## src/rtl/exp_pkg.sv

```systemverilog
// Shared definitions for the exponentiation sequencer.
// Holds the FSM encoding, default widths and the z=1 init constant.
package exp_pkg;

    localparam int EW_DEF = 8;
    localparam int DW_DEF = 64;
    localparam int AW_DEF = 5;

    // Value the step stage starts from while init is high.
    localparam int Z_INIT = 1;

    typedef enum logic [1:0] {
        IDLE   = 2'd0,
        RUN    = 2'd1,
        FINISH = 2'd2
    } state_t;

    // Counter width that stays legal for a count of 1.
    function automatic int cw(input int v);
        return (v > 1) ? $clog2(v) : 1;
    endfunction

endpackage

```

## src/rtl/exp_round_ctr.sv

```systemverilog
// Step and round counters for the square-and-multiply sequencer.
// Ports: clk, rst, clr (restart at 0/0), en (advance), round,
//        step_tc (last step of round), round_tc (last round).
module exp_round_ctr
    import exp_pkg::*;
#(
    parameter int EW       = EW_DEF,
    parameter int STEP_LAT = 1
) (
    input  logic              clk,
    input  logic              rst,
    input  logic              clr,
    input  logic              en,
    output logic [cw(EW)-1:0] round,
    output logic              step_tc,
    output logic              round_tc
);

    localparam int SW = cw(STEP_LAT);
    localparam int RW = cw(EW);

    logic [SW-1:0] step;

    assign step_tc  = (step == SW'(STEP_LAT - 1));
    assign round_tc = (round == RW'(EW - 1));

    // The round index parks on EW-1 after the final round so it
    // never wraps back to 0 while the FSM sits in FINISH.
    always_ff @(posedge clk or posedge rst) begin
        if (rst) begin
            step  <= '0;
            round <= '0;
        end else if (clr) begin
            step  <= '0;
            round <= '0;
        end else if (en) begin
            if (step_tc) begin
                step <= '0;
                if (!round_tc)
                    round <= round + 1'b1;
            end else begin
                step <= step + 1'b1;
            end
        end
    end

endmodule

```

## src/rtl/exp_seq.sv

```systemverilog
// Control sequencer for MSB-first square-and-multiply exponentiation.
// Ports: clk, rst, start, e, zz (step-stage product) in; busy, init,
//        e_round, round, wr_en, wr_addr, result, done out.
module exp_seq
    import exp_pkg::*;
#(
    parameter int EW       = EW_DEF,
    parameter int DW       = DW_DEF,
    parameter int STEP_LAT = 1,
    parameter int AW       = AW_DEF
) (
    input  logic              clk,
    input  logic              rst,
    input  logic              start,
    input  logic [EW-1:0]     e,
    input  logic [DW-1:0]     zz,
    output logic              busy,
    output logic              init,
    output logic              e_round,
    output logic [cw(EW)-1:0] round,
    output logic              wr_en,
    output logic [AW-1:0]     wr_addr,
    output logic [DW-1:0]     result,
    output logic              done
);

    localparam int RW = cw(EW);

    state_t        state;
    state_t        state_n;
    logic [EW-1:0] e_reg;
    logic          clr;
    logic          run;
    logic          step_tc;
    logic          round_tc;

    exp_round_ctr #(
        .EW       (EW),
        .STEP_LAT (STEP_LAT)
    ) u_ctr (
        .clk      (clk),
        .rst      (rst),
        .clr      (clr),
        .en       (run),
        .round    (round),
        .step_tc  (step_tc),
        .round_tc (round_tc)
    );

    always_comb begin
        state_n = state;
        clr     = 1'b0;
        unique case (state)
            IDLE: begin
                if (start) begin
                    state_n = RUN;
                    clr     = 1'b1;
                end
            end
            RUN: begin
                if (step_tc && round_tc)
                    state_n = FINISH;
            end
            FINISH:  state_n = IDLE;
            default: state_n = IDLE;
        endcase
    end

    assign run     = (state == RUN);
    assign busy    = (state != IDLE);
    assign init    = run && (round == '0);
    assign e_round = run ? e_reg[RW'(EW - 1) - round] : 1'b0;
    assign wr_en   = run && step_tc;

    always_ff @(posedge clk or posedge rst) begin
        if (rst) begin
            state   <= IDLE;
            e_reg   <= '0;
            wr_addr <= '0;
            result  <= '0;
            done    <= 1'b0;
        end else begin
            state <= state_n;
            done  <= (state == FINISH);
            if (state == IDLE && start)
                e_reg <= e;
            if (wr_en)
                wr_addr <= wr_addr + 1'b1;
            // zz already holds the last round's product here.
            if (state == FINISH)
                result <= zz;
        end
    end

endmodule
```

## config.mk

```make
export PLATFORM = sky130hd
export DESIGN_NAME = exp_seq
export DESIGN_NICKNAME = d
export VERILOG_FILES = /design/src/rtl/exp_pkg.sv /design/src/rtl/exp_round_ctr.sv /design/src/rtl/exp_seq.sv
export SDC_FILE = /design/constraint.sdc
export NUM_CORES = 1
export LEC_CHECK = 0
export CAP_MARGIN = 5
export CORE_MARGIN = 1.5
export CORE_UTILIZATION = 38
export CTS_CLUSTER_SIZE = 10
export DETAILED_ROUTE_END_ITERATION = 8
export PLACE_DENSITY = 0.8
export SLEW_MARGIN = 20
export SYNTH_ARGS = -nofsm -noshare
export SYNTH_HDL_FRONTEND = slang
export SYNTH_SLANG_ARGS = --single-unit
```

## constraint.sdc

```tcl
create_clock -name clk -period 2.3 [get_ports clk]
set_input_delay 0.345 -clock clk [delete_from_list [all_inputs] [get_ports clk]]
set_output_delay 0.345 -clock clk [all_outputs]
set_load 0.02 [all_outputs]
```

# After elaboration in Yosys (flattened, before gate mapping)

Index checks and enable logic that the tools add are counted.

Register bits after elaboration: 84
Output and inout bits: 77
Word-level logic and storage cells: 45

Add/sub/neg operators: 4
Magnitude comparators: 1
Equal/unequal tests: 7
Muxes and demuxes: 15
Bitwise operators: 1
Reduce and logical (&&, ||, !) cells: 10

Operators by type and width:

| operator                                                    | count |
|---|---|
| 2-to-1 mux 3 bit                                            | 4 |
| 2-to-1 mux 1 bit                                            | 7 |
| inequality test 2 bit (second input constant)               | 3 |
| adder 5 x 1 -> 5 bit (second input constant)                | 1 |
| logical AND 1 bit                                           | 4 |
| less-than comparator 3 x 4 -> 1 bit (second input constant) | 1 |
| 2-to-1 mux 2 bit                                            | 2 |
| case mux 2 bit (2 select lines)                             | 1 |
| nonzero test 2 bit                                          | 2 |
| adder 3 x 1 -> 3 bit (second input constant)                | 1 |
| binary-select mux 1 bit (select 3 bit)                      | 1 |
| equality test 3 bit (second input constant)                 | 1 |
| zero test 3 bit                                             | 1 |
| AND reduction 3 bit                                         | 1 |
| subtractor 3 bit (first input constant)                     | 1 |
| equality test 2 x 1 -> 1 bit (second input constant)        | 1 |
| equality test 2 bit (second input constant)                 | 1 |
| zero test 2 bit                                             | 1 |
| inequality test 2 x 1 -> 1 bit (second input constant)      | 1 |
| AND reduction 2 bit                                         | 1 |
| adder 1 bit (second input constant)                         | 1 |
| NOT 1 bit                                                   | 1 |

# Longest topological paths before layout

Gate-level depths: netlist (run 1).

Word-level depth: 5
Gate-level depth with buffers: 5

# Modules after synthesis

Synthesis (run 1) repeated with hierarchy kept, for this count alone.

Cells, all modules: 206
Area total of the unflattened synthesis: 3558.4 um^2

By module, submodules not included:

| module        | instances | cells an instance | area each (um^2) |
|---|---|---|---|
| exp_seq       | 1         | 188               | 3359.5 |
| exp_round_ctr | 1         | 18                | 198.9 |

# Worst setup path after synthesis (run 1)

Ideal clock, no wire load.

Kind: reg2out
Start point: register u_ctr.round[1]
End point: output e_round
Arrival: 1.458 ns
Data required time: 1.955 ns
Path slack: 0.497 ns
Cell stages (with the launch flop): 4
Path through: dfrtp_1 -> mux4_1 -> nor2_1 -> and4b_1

Cells in the longest elaborated chain, start to end: 4

Ends and longest elaborated chain:

| element                                | RTL line            | source |
|---|---|---|
| start, declared                        | exp_round_ctr.sv:14 | `output logic [cw(EW)-1:0] round,` |
| start signal, assigned                 | exp_round_ctr.sv:40 | `round <= round + 1'b1;` |
| subtractor 3 bit                       | exp_seq.sv:72       | `assign e_round = run ? e_reg[RW'(EW - 1) - round] : 1'b0;` |
| binary-select mux 1 bit (select 3 bit) | exp_seq.sv:72       |  |
| 2-to-1 mux 1 bit (implied by the code) | exp_seq.sv:72       |  |
| 2-to-1 mux 1 bit                       | exp_seq.sv:72       |  |
| end, declared                          | exp_seq.sv:19       | `output logic e_round,` |

No other way between the ends. The select of a mux whose other input is x is not followed.

# Worst setup path after layout (run 1)

Start point: register u_ctr.round[1]
End point: output init

Cells in the longest elaborated chain, start to end: 2

Ends and longest elaborated chain:

| element           | RTL line      | source |
|---|---|---|
| zero test 3 bit   | exp_seq.sv:71 | `assign init = run && (round == '0);` |
| logical AND 1 bit | exp_seq.sv:71 |  |
| end, declared     | exp_seq.sv:18 | `output logic init,` |

No other way between the ends.

==> results.toml, run 1 <==
[outcome]
status = "complete, no violations"

[yosys]
syn_avg_cell_area_um2 = 17.83
synthesis.nets = 276
yosys_warnings = 0
ys_types = 28
synth_area_leader_cell = "dfrtp_1"
seq_area_frac_synth_pct = 59.12
synth_area_leaders = "dfrtp_1 59%, mux2_4 21%, mux2_2 8.3%"
netlist_area_um2 = 3513
yosysTopAreaCellShare_pct = 59.12
synthCells = 197
ys_ff_latch = 83

[route]
via_count = 2224
wl_um = 7839
wire_per_inst_um = 16.71
detail_route.drc_violations = 0
drtAntennaViolNets = 0
dr.pass1.iters = 4
drtIter0Drc = 44
vias_per_cell = 4.742

[setup_path]
rr_endpoint = "u_ctr.round[0]"
end_kind = "primary output"
r2r_cells = 6
crit_type = "register to primary output"
critical_path_required_ps = 1960
critPathMaxStageDelay_ps = 610
crit_arrival_ps = 1890
start_kind = "register"
crit_path_max_fanout = 5
reg2reg_from = "u_ctr.round[1]"
critPathSlowestCell = "clkdlybuf4s50_1"
rrSetupSlack_ps = 490
path_cells = "buf_4 -> inv_1 -> ha_1 -> and3b_1 -> clkdlybuf4s50_1"

[timing]
finalCritPeriodShare_pct = 97.04
setup_viol = 0
hold_violations = 0
finalSetupTns_ps = 0
fin_skew_ps = 8.890
fin_crit_ps = 2232
tightest_slew_ps = 504.0
fmax_mhz = 448.0
drv_slew = 0
maxSlewHeadroom_pct = 66.37
hold_ws_ps = 454.0
rsz0062_at_grt = "false"

[place]
io_buffers = 151
place_congestion = 0.7632
place.detailed.hpwl_um = 5598
dpl-instance-area_um2 = 5094

[clock_tree]
clk_latency_ps = 340
root_buffer = "clkbuf_8"
cts.sinks = 83
cts_buffers = 9
clk_path_buf_depth = 2
ctsHtreeMaxLevel = 3
cts_tree = "done"
cts.clk_slew.worst_paths_ps = 90

[pwr]
pwr-share-clk_pct = 13.7
comb_power_share_pct = 50.4
p_leak_nw = 2.310
seq_power_share_pct = 35.8
switching_power_mw = 2.467
p_per_area_nw_per_um2 = 1345
vdd_drop_max_uv = 599.8
p_sw_share_pct = 34.74
p_int_mw = 4.635

[die]
row_count = 34
die_area_um2 = 9832
die_x_um = 99.16
initial_core_util_pct = 39.71
io_pins = 152
die_h_um = 99.16
core_region_area_um2 = 8848

[final_layout]
final_cell_area_um2 = 5281
diodes = 0
layout.nets = 435
areaGrowthSynthToFinish_pct = 50.32
layout-drive-gt1-share_pct = 29.36
largest_reg_flops = 64

[grt]
antenna_found_initial = 0
first_global_vias = 2488
grt_start_max_net_pins = 84
grt_pass1_wl_um = 12570
grt_use_total_pct = 16.54
grt_overflow = 0

[run]
cap_violations = 0

[hold_path]
hold_path.class = "primary input to asynchronous set/reset pin"
[critical path: cells and delay by family, from the launching register on]
| kind | cells | cell delay (ps) |
|---|---|---|
| adders and majority gates | 1 | 130 |
| buffers and inverters | 3 | 830 |
| DFF | 1 | 420 |
| and+or+nand+nor | 1 | 170 |
[layer usage]
metal,wire (µm),GRT usage (%)
met5,0,0
met3,548,4.708
met4,211,7.801
met1,3342,20.41
met2,3737,27.00
[worst max path at each step]
stage,start,end,cells past startpoint
global route,u_ctr.round[1],init,5
detailed placement,u_ctr.round[1],e_round,4
global placement,u_ctr.round[1],e_round,4
floorplan,u_ctr.round[1],e_round,3
finish,u_ctr.round[1],init,5
CTS,u_ctr.round[1],e_round,4
[through the flow]
stage / utilization [%] / std cells / worst slack, ps / total power, mW
2_1_floorplan: - / 197 / 497.0 / 4.509
3_3_place_gp: 57.57 / 453 / 187.9 / 6.053
3_5_place_dp: 57.57 / 453 / 135.0 / 6.179
4_1_cts: 59.74 / 469 / 27.30 / 7.198
5_1_grt: 59.69 / 469 / 8.536 / 7.504
6_report: 59.69 / 469 / 68.03 / 7.101
[final cells by class]
type | count | area, µm²
Clock buffer | 11 | 151.4
Clock inverter | 5 | 37.54
Fill cell | 720 | 3567
Inverter | 4 | 18.77
Multi-Input combinational cell | 102 | 1291
Sequential cell | 83 | 2078
Tap cell | 108 | 135.1
Timing Repair Buffer | 156 | 1569
[synthesized netlist by cell type (all sizes together)]
cell type	number
nor2b	2
xnor2	3
mux2i	1
or3	1
mux2	75
inv	4
and2	1
mux4	1
xor2	1
or2	1
buf	8
and4b	1
a22o	2
nand2	1
nand4	2
dfrtp	83
nand3	1
and3b	1
ha	4
nor3b	2
nor2	2
[power by group through the flow]
stage | Combinational (mW) | Sequential [mW] | Clock, mW
floorplan | 1.29 | 3.22 | 0
global placement | 3.53 | 2.52 | 0
detailed placement | 3.60 | 2.58 | 0
CTS | 3.63 | 2.55 | 1.02
global route | 3.78 | 2.64 | 1.08
finish | 3.58 | 2.54 | 0.976
[repair_timing]
| item | CTS | global route |
|---|---|---|
| hold buffers | 0 | 0 |
| pin swaps | 0 | 1 |
| resized for setup | 4 | 2 |
| endpoints found under the setup margin | 3 | 3 |
| setup buffers | 0 | 0 |
[cells by family (layout without fill, tap and decap cells)]
group | count (synthesis) | after routing | synth area share, %
and+or+nand+nor | 15 | 15 | 3.419
DFF | 83 | 83 | 59.12
adders and majority gates | 4 | 4 | 1.425
xor gates and xnor gates | 4 | 4 | 0.9973
muxes | 77 | 77 | 30.31
AOI/OAI and AO/OA | 2 | 2 | 0.5342
buffers and inverters | 12 | 176 | 4.202
[cells in the final DEF, fill, tap and decap left out, types with 2 or more instances in the layout]
master           instances
nand4_1                  2
ha_1                     4
inv_1                    3
clkdlybuf4s50_1        150
mux2_4                  49
clkinv_4                 2
mux2_2                  26
buf_12                   2
dfrtp_1                 82
clkinvlp_4               3
buf_4                    3
clkbuf_8                11
xnor2_1                  3
(Power assumes the default switching activity.)
==> run 2, diff against run 1 <==
- CORE_UTILIZATION: 38 -> 39
- CTS_BUF_LIST: unset -> sky130_fd_sc_hd__clkbuf_8
- PLACE_DENSITY: 0.8 -> 0.82
==> run 2 against run 1 <==
Register-to-register slack gained 40 ps. Critical path depth shrank 2. Sequential cell count is the same. Highest routed layer unchanged.
==> results.toml, run 2 (synthesized netlist as in run 1, its figures left out) <==
[outcome]
status = "complete, no violations"

[die]
die_h_um = 97.92
initial_core_util_pct = 40.29
die_x_um = 97.92
row_count = 34
core_region_area_um2 = 8721
die_area_um2 = 9587
io_pins = 152

[route]
via_count = 2193
wl_met3_um = 662
drtIter0Drc = 49
dr.pass1.iters = 4
wl_um = 7483
wl_met1_um = 3164
detail_route.drc_violations = 0
vias_per_cell = 4.676
wire_per_inst_um = 15.96
top_layer = "met4"
met2_length_um = 3551
drtAntennaViolNets = 0

[final_layout]
largest_reg_flops = 64
areaGrowthSynthToFinish_pct = 51.28
layout-drive-gt1-share_pct = 28.53
fin_cells = 469
multi_input_area_um2 = 1289
final_cell_mix = "149 x clkdlybuf4s50_1, 83 x dfrtp_1, 49 x mux2_4, 26 x mux2_2, 10 x clkbuf_8"
final_common_cell = "clkdlybuf4s50_1"
final_cell_area_um2 = 5315
diodes = 0
layout.nets = 436
seq_area_um2 = 2077
fill_cells = 671

[grt]
grt_overflow = 0
grt_pass1_wl_um = 12500
grt_use_total_pct = 16.65
grt_start_max_net_pins = 41
antenna_found_initial = 0
first_global_vias = 2473

[timing]
finalSetupTns_ps = 0
setup_ws_ps = 98.73
maxSlewHeadroom_pct = 64.70
finalCritPeriodShare_pct = 95.71
setup_viol = 0
rsz0062_at_grt = "false"
fin_skew_ps = 9.298
drv_slew = 0
tightest_slew_ps = 528.9
hold_violations = 0
fin_crit_ps = 2201
fmax_mhz = 454.3
hold_ws_ps = 266.7

[clock_tree]
ctsHoldBuffers = 0
root_buffer = "clkbuf_8"
cts_tree = "done"
clk_path_buf_depth = 2
cts.sinks = 83
cts.clk_slew.worst_paths_ps = 80
cts_setup_buffers = 0
ctsHtreeMaxLevel = 3
ctsResizeCount = 2
clk_latency_ps = 340
cts_buffers = 9

[pwr]
p_leak_nw = 2.345
vdd_drop_max_uv = 773.7
p_per_area_nw_per_um2 = 1356

[setup_path]
path_cells = "nor2b_1 -> buf_4 -> clkdlybuf4s50_1"
start_kind = "register"
crit_path_max_fanout = 7
crit_type = "register to primary output"
crit_arrival_ps = 1860
critPathMaxStageDelay_ps = 600
critical_path_required_ps = 1960
critPathSlowestCell = "clkdlybuf4s50_1"
end_kind = "primary output"

[place]
place_congestion = 0.7650
place.detailed.hpwl_um = 5477
io_buffers = 151
placedCellCount = 454
dpl-instance-area_um2 = 5101
post-place-ws_ps = 159.9

[hold_path]
hold_path.class = "primary input to asynchronous set/reset pin"

[run]
cap_violations = 0
run 2: cell count changes in the layout (fill, tap and decap cells not counted), sizes merged:
cell           previous run  this run
clkinv                    3         0
clkdlybuf4s50           150       149
inv                       3         4
dlymetal6s2s              0         1
bufinv                    0         2
run 2: layout make-up:
| class | count | share of cell area (%) |
|---|---|---|
| Multi-Input combinational cell | 102 | 24.25 |
| Clock buffer | 10 | 2.589 |
| Timing Repair Buffer | 157 | 29.71 |
| Inverter | 4 | 0.3531 |
| Tap cell | 108 | 2.542 |
| Sequential cell | 83 | 39.08 |
| Clock inverter | 5 | 1.483 |
run 2: worst max-delay path: cells and delay by family, from the launching register on:
kind                   cells  cell delay [ps]
buffers and inverters      2              790
flip-flops                 1              480
AND/OR/NAND/NOR            1              240
run 2: final timing paths:
kind	from	to	slack (ps)	cells after the start
worst min register to register	wr_addr[4]	wr_addr[4]	470	1
worst min-delay path	rst	result[15]	270	2
worst max-delay path	state[0]	wr_en	100	3
max in group asynchronous	rst	e_reg[4]	1330	3
min in group clk	wr_addr[4]	wr_addr[4]	470	1
worst max register to register	u_ctr.round[1]	u_ctr.round[0]	530	6
run 2: report_power, final:
group / internal (mW) / total [mW] / switching, mW / leakage, nW
combinational: 2.05 / 3.55 / 1.49 / 1.18
clock: 0.631 / 1.12 / 0.492 / 0.106
sequential: 2.12 / 2.54 / 0.418 / 1.06
run 2: stage by stage:
step                      power [mW]  utilization [%]
after global placement         6.055            58.49
after global routing           7.619            60.95
final                          7.209            60.95
after floorplan                4.509                -
after detailed placement       6.156            58.49
after CTS                      7.320            60.98
run 2: metal layers:
metal  track usage, %  vias to the layer above
met1            20.35                     1084
met3            6.299                       11
met2            26.31                       93
met4            7.363                        0
li1                 -                     1005
met5                0                        -
